## config.mk

```make
export PLATFORM = sky130hd
export DESIGN_NAME = alu_sequencer
export DESIGN_NICKNAME = d
export VERILOG_FILES = /design/src/rtl/alu_sequencer.sv
export SDC_FILE = /design/constraint.sdc
export NUM_CORES = 1
export LEC_CHECK = 0
export CAP_MARGIN = 10
export CORE_MARGIN = 1.5
export CORE_UTILIZATION = 45
export DETAILED_ROUTE_END_ITERATION = 10
export PLACE_DENSITY = 0.66
export SYNTH_ARGS = -nofsm -noshare
export SYNTH_HDL_FRONTEND = slang
export SYNTH_SLANG_ARGS = --single-unit
```

## constraint.sdc

```tcl
create_clock -name clk -period 2.5 [get_ports clk]
set_input_delay 0.5 -clock clk [delete_from_list [all_inputs] [get_ports clk]]
set_output_delay 0.5 -clock clk [all_outputs]
set_load 0.1 [all_outputs]
```

## src/rtl/alu_sequencer.sv

```systemverilog
// Instruction sequencer for the 6-bit ring ALU: buffers instructions in a FIFO,
// feeds registered operands to the ALU, writes back results and returns them on a valid/ready port.
module alu_sequencer #(
    parameter int unsigned WIDTH      = 6,
    parameter int unsigned FIFO_DEPTH = 4,
    parameter int unsigned NREGS      = 4
) (
    input  logic                     clk,
    input  logic                     rst_n,
    input  logic                     instr_valid,
    output logic                     instr_ready,
    input  logic [3:0]               instr_op,
    input  logic [$clog2(NREGS)-1:0] instr_rd,
    input  logic [$clog2(NREGS)-1:0] instr_rs1,
    input  logic [$clog2(NREGS)-1:0] instr_rs2,
    input  logic                     instr_imm_sel,
    input  logic [WIDTH-1:0]         instr_imm,
    output logic [WIDTH-1:0]         alu_x,
    output logic [WIDTH-1:0]         alu_y,
    output logic [3:0]               alu_op,
    input  logic [WIDTH-1:0]         alu_z,
    input  logic                     alu_baf,
    input  logic                     alu_iof,
    input  logic                     alu_zf,
    output logic                     res_valid,
    input  logic                     res_ready,
    output logic [WIDTH-1:0]         res_data,
    output logic [2:0]               res_flags,
    output logic                     busy,
    output logic                     err_sticky,
    input  logic                     err_clr
);

    localparam int unsigned RW = $clog2(NREGS);
    localparam int unsigned PW = $clog2(FIFO_DEPTH);
    localparam int unsigned EW = 4 + 3 * RW + 1 + WIDTH;

    localparam logic [1:0] IDLE = 2'd0;
    localparam logic [1:0] EXEC = 2'd1;
    localparam logic [1:0] RESP = 2'd2;

    logic [EW-1:0]    fifo_q [FIFO_DEPTH];
    logic [PW:0]      wr_ptr_q, rd_ptr_q;
    logic             empty, full, push, pop;

    logic [3:0]       h_op;
    logic [RW-1:0]    h_rd, h_rs1, h_rs2;
    logic             h_sel;
    logic [WIDTH-1:0] h_imm;

    logic [1:0]       state_q, state_d;
    logic [WIDTH-1:0] regs_q [NREGS];
    logic [WIDTH-1:0] x_q, y_q, rs1val_q;
    logic [3:0]       op_q;
    logic [RW-1:0]    rd_q;
    logic [WIDTH-1:0] res_data_q;
    logic [2:0]       res_flags_q;
    logic             err_q;

    // Extra pointer bit distinguishes full from empty.
    assign empty = (wr_ptr_q == rd_ptr_q);
    assign full  = (wr_ptr_q[PW] != rd_ptr_q[PW]) && (wr_ptr_q[PW-1:0] == rd_ptr_q[PW-1:0]);
    assign push  = instr_valid && !full;
    assign instr_ready = !full;

    assign {h_op, h_rd, h_rs1, h_rs2, h_sel, h_imm} = fifo_q[rd_ptr_q[PW-1:0]];

    always_ff @(posedge clk) begin
        if (push) begin
            fifo_q[wr_ptr_q[PW-1:0]] <= {instr_op, instr_rd, instr_rs1, instr_rs2,
                                         instr_imm_sel, instr_imm};
        end
    end

    always_ff @(posedge clk or negedge rst_n) begin
        if (!rst_n) begin
            wr_ptr_q <= '0;
            rd_ptr_q <= '0;
        end else begin
            if (push) wr_ptr_q <= wr_ptr_q + 1'b1;
            if (pop)  rd_ptr_q <= rd_ptr_q + 1'b1;
        end
    end

    always_comb begin
        state_d = state_q;
        pop     = 1'b0;
        case (state_q)
            IDLE: begin
                if (!empty) begin
                    pop     = 1'b1;
                    state_d = EXEC;
                end
            end
            EXEC: state_d = RESP;
            RESP: begin
                if (res_ready) begin
                    if (!empty) begin
                        pop     = 1'b1;
                        state_d = EXEC;
                    end else begin
                        state_d = IDLE;
                    end
                end
            end
            default: state_d = IDLE;
        endcase
    end

    always_ff @(posedge clk or negedge rst_n) begin
        if (!rst_n) begin
            state_q  <= IDLE;
            x_q      <= '0;
            y_q      <= '0;
            op_q     <= '0;
            rd_q     <= '0;
            rs1val_q <= '0;
        end else begin
            state_q <= state_d;
            // Writeback lands at the end of EXEC, so a pop always reads committed values.
            if (pop) begin
                x_q      <= regs_q[h_rs1];
                y_q      <= h_sel ? h_imm : regs_q[h_rs2];
                op_q     <= h_op;
                rd_q     <= h_rd;
                rs1val_q <= regs_q[h_rs1];
            end
        end
    end

    always_ff @(posedge clk or negedge rst_n) begin
        if (!rst_n) begin
            for (int i = 0; i < int'(NREGS); i++) regs_q[i] <= '0;
            res_data_q  <= '0;
            res_flags_q <= '0;
        end else if (state_q == EXEC) begin
            res_flags_q <= {alu_baf, alu_iof, alu_zf};
            if (alu_baf) begin
                res_data_q <= alu_z;
            end else if (alu_iof) begin
                res_data_q <= rs1val_q;
            end else begin
                res_data_q   <= alu_z;
                regs_q[rd_q] <= alu_z;
            end
        end
    end

    // Set wins over a coincident clear.
    always_ff @(posedge clk or negedge rst_n) begin
        if (!rst_n) begin
            err_q <= 1'b0;
        end else if (state_q == EXEC && alu_baf) begin
            err_q <= 1'b1;
        end else if (err_clr) begin
            err_q <= 1'b0;
        end
    end

    assign alu_x      = x_q;
    assign alu_y      = y_q;
    assign alu_op     = op_q;
    assign res_valid  = (state_q == RESP);
    assign res_data   = res_data_q;
    assign res_flags  = res_flags_q;
    assign busy       = (state_q != IDLE) || !empty;
    assign err_sticky = err_q;

endmodule

```

==> flow_metrics.tcl, run 1 <==
set metrics [dict create \
    yosysSeqAreaShare_pct 66.1 \
    syn_area_um2 5360 \
    outcome "complete, but fails checks" \
    ctsHoldBuffers 0 \
    clock-sinks 128 \
    drc 6 \
    maxCapViolCount 0 \
    dr.pass1.iters 7 \
    row_count 39 \
    grt_max_degree 29 \
    worstHoldPathType "in -> async" \
    grt_pass1_wl_mm 16.5 \
    async_reset_ff_share_pct 46.9 \
    synth_cell_type_count 33 \
    syn_inst 315 \
    maxSlewViolCount 0 \
    cp_data_arrival_time_ns 1.67 \
    htree_levels 4 \
    final_nets 429 \
    cp_max_fo 4 \
    syn_nets 351 \
    cts_tree "yes" \
    dpl.hpwl_mm 6.67 \
    fmax_mhz 461 \
    critPathMaxStageDelay_ns 0.43 \
    drt_iter0_markers 102 \
    io_pins 60 \
    slew_headroom_pct 56.8 \
    insertedDiodeCount 0 \
    criticalPathCategory "reg -> out" \
    clkTransAtPathRegs_ns 0.06 \
    antenna_found_initial 0 \
    start_kind "flip-flop" \
    die_x_um 112 \
    worst_slew_pin_slew_ns 0.649 \
    yosysMostFrequentCell "edfxtp_1" \
    yosys.area.top_type "edfxtp_1" \
    cts-resized-gates 0 \
    port_buffers 59 \
    routed_via_density 5.30 \
    cts_setup_buffers 0 \
    grt_pass1_vias 3127 \
    setup_viol 0 \
    synth_area_leaders "edfxtp_1, dfrtp_1, mux2_2, mux2i_1, mux4_2" \
    tns_ns 0 \
    grt-ovfl-total 0 \
    period_needed_ns 2.17 \
    fin_skew_ns 0.0106 \
    ant_nets 0 \
    violations "DRC" \
    wire_per_inst_um 18.5 \
    avgSynthCellArea_um2 17.0 \
    crit_buf_inv 1 \
    area_growth_pct 26.4 \
    finalCritPeriodShare_pct 86.7 \
    num_vias 2912 \
    rsz0062_at_grt "false" \
    routabilityCongestion 0.733 \
    ys.warnings.count 0 \
    synth_edf_count 68 \
    core_um2 11500 \
    insertion_delay_ns 0.41 \
    end_kind "primary output" \
    synth_top_flop_cell "edfxtp_1" \
    dieArea_um2 12600 \
    root_buffer "clkbuf_16" \
    worstPathRequired_ns 2.00 \
    cp_cell_sequence "xnor2_1 -> nand4_1 -> buf_12" \
    start_util_pct 46.5 \
    layout-drive-gt1-share_pct 31.8 \
    yosysTopAreaCellShare_pct 38.1 \
    path_delay_family "flip-flops" \
    grtUsageTotal_pct 17.7 \
    hold_viol_final 0 \
    drt-total-wl_mm 10.1 \
    r2r_slack_ns 0.37 \
    ctsLongestPathBuffers 2 \
    synth.top_cells.by_count "edfxtp_1, dfrtp_1, mux2i_1" \
    ys_ff_latch 128 \
    cp_slowest_cell "dfrtp_1" \
    cts_buffers 17 \
    dieHeight_um 112 \
]
## worst reg2reg max path, delay by kind of cell (launching register included)
kind | cells | cell delay (ns)
and+or+nand+nor | 1 | 0.38
AOI/OAI and AO/OA | 2 | 0.50
buffers and inverters | 1 | 0.18
DFF | 1 | 0.46
muxes | 1 | 0.55
## flip-flops by register name, summed over array words and instances, names as in the netlist
| signal | cells |
|---|---|
| fifo_q | 68 |
| regs_q | 24 |
| alu_y | 6 |
| res_data | 6 |
| rs1val_q | 6 |
| alu_op | 4 |
| rd_ptr_q | 3 |
| res_flags | 3 |
| wr_ptr_q | 3 |
| rd_q | 2 |
| state_q | 2 |
| err_sticky | 1 |
## layout by cell type, fill, tap and decap left out, drive strengths merged
cell	synthesis	routed
inv	5	12
nand3	2	2
clkbuf	4	18
bufinv	0	5
nand3b	3	3
a31oi	1	1
o22ai	6	6
xor2	3	3
or2	1	1
nor3	1	1
nand2	22	22
o22a	6	6
mux4	17	17
buf	9	43
a311oi	1	1
clkinvlp	0	1
and2	4	4
xnor2	5	5
nor2	1	1
mux2i	36	36
clkdlybuf4s50	0	29
mux2	39	39
nand2b	3	3
nor3b	1	1
nor2b	2	2
nand4	1	1
o21ai	9	9
edfxtp	68	68
dfrtp	60	60
clkinv	0	1
ha	5	5
## worst paths after layout
kind / start / to / depth (start not counted)
min in group clk: res_flags[2]$_DFFE_PN0N_ / res_flags[2]$_DFFE_PN0N_ / 2
min reg2reg: res_flags[2]$_DFFE_PN0N_ / res_flags[2]$_DFFE_PN0N_ / 2
min: rst_n / rs1val_q[2]$_DFFE_PN0P_ / 1
max reg2reg: rd_ptr_q[0]$_DFFE_PN0P_ / alu_y[2]$_DFFE_PN0P_ / 5
max in group asynchronous: rst_n / wr_ptr_q[2]$_DFFE_PN0P_ / 2
max: wr_ptr_q[1]$_DFFE_PN0P_ / busy / 3
## cells by family after synthesis
logic type	synth area share, %
flops	66.1
compound gates	3.13
fa+ha+maj	1.17
xor+xnor	1.45
buf+inv	2.03
simple gates	3.92
mux	22.2
## routing by layer
metal	wire length [um]	GRT usage, %	part of all wire, %	vias to the layer above
li1	-	-	-	1357
met3	409	4.21	4.0	10
met5	0	0	0	-
met2	5010	28.9	49	75
met1	4600	22.7	45	1470
met4	123	8.19	1.2	0
## area by class of cell
type                    instances  area [um2]
multi-input cells             169        1710
clock buffers                  18         429
repair buffers                 72         673
well taps                     143         179
flip-flops and latches        128        3540
clock inverters                14         226
inverters                       5        18.8
fillers                       902        4740
## metrics by stage
step           hold WS, ns  std cells  util [%]  setup slack [ns]  cell area, um2
6_report             0.108        549      58.9             0.333            6780
5_1_grt              0.148        549      58.9             0.230            6780
4_1_cts              0.125        549      58.9             0.323            6780
3_5_place_dp         0.466        517      53.2             0.244            6120
3_3_place_gp         0.466        517      53.2             0.306            6120
2_1_floorplan        0.204        315         -             0.127            5360
Power of run 1 is left out: the tool's default activity adds up to more than one toggle a clock period on the data nets, which glitch-free logic cannot reach.
==> run 2: changes to the inputs <==
CTS_BUF_LIST = sky130_fd_sc_hd__clkbuf_4   (was unset)
==> run 2 against run 1 <==
The run still ends with DRC left. Clock skew rose by 0.0075 ns. Final cell count rose by 0.18%. Critical path depth did not move. Setup slack got worse by 0.13 ns. Via count fell by 0.17%. Design area fell by 4.2%. Hold slack improved by 0.38 ns. Maximum frequency fell by 5.6%. Register-to-register slack got worse by 0.05 ns. Critical path type unchanged. Critical endpoint unchanged.
==> flow_metrics.tcl, run 2 (synthesis gave the netlist of run 1 again) <==
set metrics [dict create \
    outcome "complete, but fails checks" \
    violations "DRC" \
    path_delay_family "flip-flops" \
    maxSlewViolCount 0 \
    fin_area_um2 6490 \
    hold_slack_ns 0.488 \
    drt_iter0_markers 152 \
    insertedDiodeCount 0 \
    cp.depth 3 \
    whs_path_depth 2 \
    cp_cell_sequence "xnor2_1 -> nand4_1 -> buf_12" \
    ant_nets 0 \
    reg2reg_depth 5 \
    cts_tree "yes" \
    finalCritPeriodShare_pct 91.8 \
    period_needed_ns 2.30 \
    routed_via_density 5.29 \
    layout_commonest_cell "edfxtp_1" \
    min_to "res_flags[2]$_DFFE_PN0N_" \
    grt_pass1_wl_mm 16.4 \
    grt_max_degree 29 \
    drc 6 \
    num_vias 2907 \
    setup_viol 0 \
    r2r_slack_ns 0.32 \
    cts_buffers 17 \
    port_buffers 59 \
    worstHoldPathType "reg -> reg" \
    final_nets 430 \
    tns_ns 0 \
    row_count 39 \
    critPathMaxStageDelay_ns 0.45 \
    area_growth_pct 21.1 \
    clock-sinks 128 \
    hold_viol_final 0 \
    start_kind "flip-flop" \
    cp_slowest_cell "dfrtp_1" \
    wire_per_inst_um 18.5 \
    slew_headroom_pct 56.9 \
    start_util_pct 46.5 \
    drt-total-wl_mm 10.2 \
    antenna_found_initial 0 \
    layout-drive-gt1-share_pct 31.9 \
    timing.rr.end "alu_y[2]$_DFFE_PN0P_" \
    maxCapViolCount 0 \
    grt-ovfl-total 0 \
    worstPathRequired_ns 2.00 \
    ctsLongestPathBuffers 2 \
    largest_reg_flops 68 \
    routabilityCongestion 0.733 \
    rsz0062_at_grt "false" \
    fin_skew_ns 0.0180 \
    grt_pass1_vias 3111 \
    crit_buf_inv 1 \
    clkTransAtPathRegs_ns 0.13 \
    core_um2 11500 \
    dpl.hpwl_mm 6.67 \
    root_buffer "clkbuf_4" \
    fmax_mhz 436 \
    io_pins 60 \
    placed_area_um2 6120 \
    insertion_delay_ns 0.52 \
    cp_data_arrival_time_ns 1.80 \
    cp_max_fo 4 \
    cts_setup_buffers 0 \
    end_kind "primary output" \
    dr.pass1.iters 7 \
    dieArea_um2 12600 \
    min_from "res_flags[2]$_DFFE_PN0N_" \
    reg2reg_from "rd_ptr_q[0]$_DFFE_PN0P_" \
    criticalPathCategory "reg -> out" \
    final_cell_mix "edfxtp_1, dfrtp_1, buf_4" \
    die_x_um 112 \
    dieHeight_um 112 \
    grtUsageTotal_pct 17.5 \
    htree_levels 4 \
    worst_slew_pin_slew_ns 0.646 \
]
run 2: cell types whose count changed in the layout (fill, tap and decap cells not counted):
cell | previous run | this run
clkbuf_1 | 1 | 0
clkbuf_4 | 0 | 18
dlygate4sd3_1 | 0 | 1
clkbuf_16 | 17 | 0
run 2: cell type report:
class                      count  area [um2]
clock buffer                  18         135
clock inverter                14         226
fill                         934        5020
inverter                       5        18.8
multi-input combinational    169        1710
sequential                   128        3540
tap                          143         179
timing repair buffer          73         683
run 2: worst max-delay path by stage:
stage | startpoint | to | slack [ns]
detailed placement | alu_iof | regs_q[20]$_DFFE_PN0P_ | 0.24
CTS | wr_ptr_q[1]$_DFFE_PN0P_ | busy | 0.18
floorplan | rd_ptr_q[1]$_DFFE_PN0P_ | busy | 0.13
global placement | alu_iof | regs_q[20]$_DFFE_PN0P_ | 0.31
finish | wr_ptr_q[1]$_DFFE_PN0P_ | busy | 0.20
global route | wr_ptr_q[1]$_DFFE_PN0P_ | busy | 0.06
run 2: what timing repair did:
| action | CTS | global route |
|---|---|---|
| hold endpoints to repair | 18 | 0 |
| resized for setup | 0 | 0 |
| endpoints found under the setup margin | 0 | 0 |
| hold buffers | 1 | 0 |
run 2: layer usage:
| metal | GRT usage [%] | vias up | wire [um] |
|---|---|---|---|
| met4 | 4.39 | 0 | 86 |
| li1 | - | 1363 | - |
| met2 | 29.0 | 69 | 4990 |
| met1 | 22.6 | 1469 | 4650 |
| met3 | 5.51 | 6 | 443 |
| met5 | 0 | - | 0 |
run 2: through the flow:
stage,cells,worst slack (ns),utilization [%]
2_1_floorplan,315,0.127,-
3_3_place_gp,517,0.306,53.2
3_5_place_dp,517,0.244,53.2
4_1_cts,550,0.175,56.4
5_1_grt,550,0.0632,56.4
6_report,550,0.205,56.4
run 2: worst min-delay path, delay by kind of cell (launching register included):
kind	cells	cell delay, ns
DFF	1	0.36
and+or+nand+nor	2	0.10
Power of run 2 is left out for the same reason.
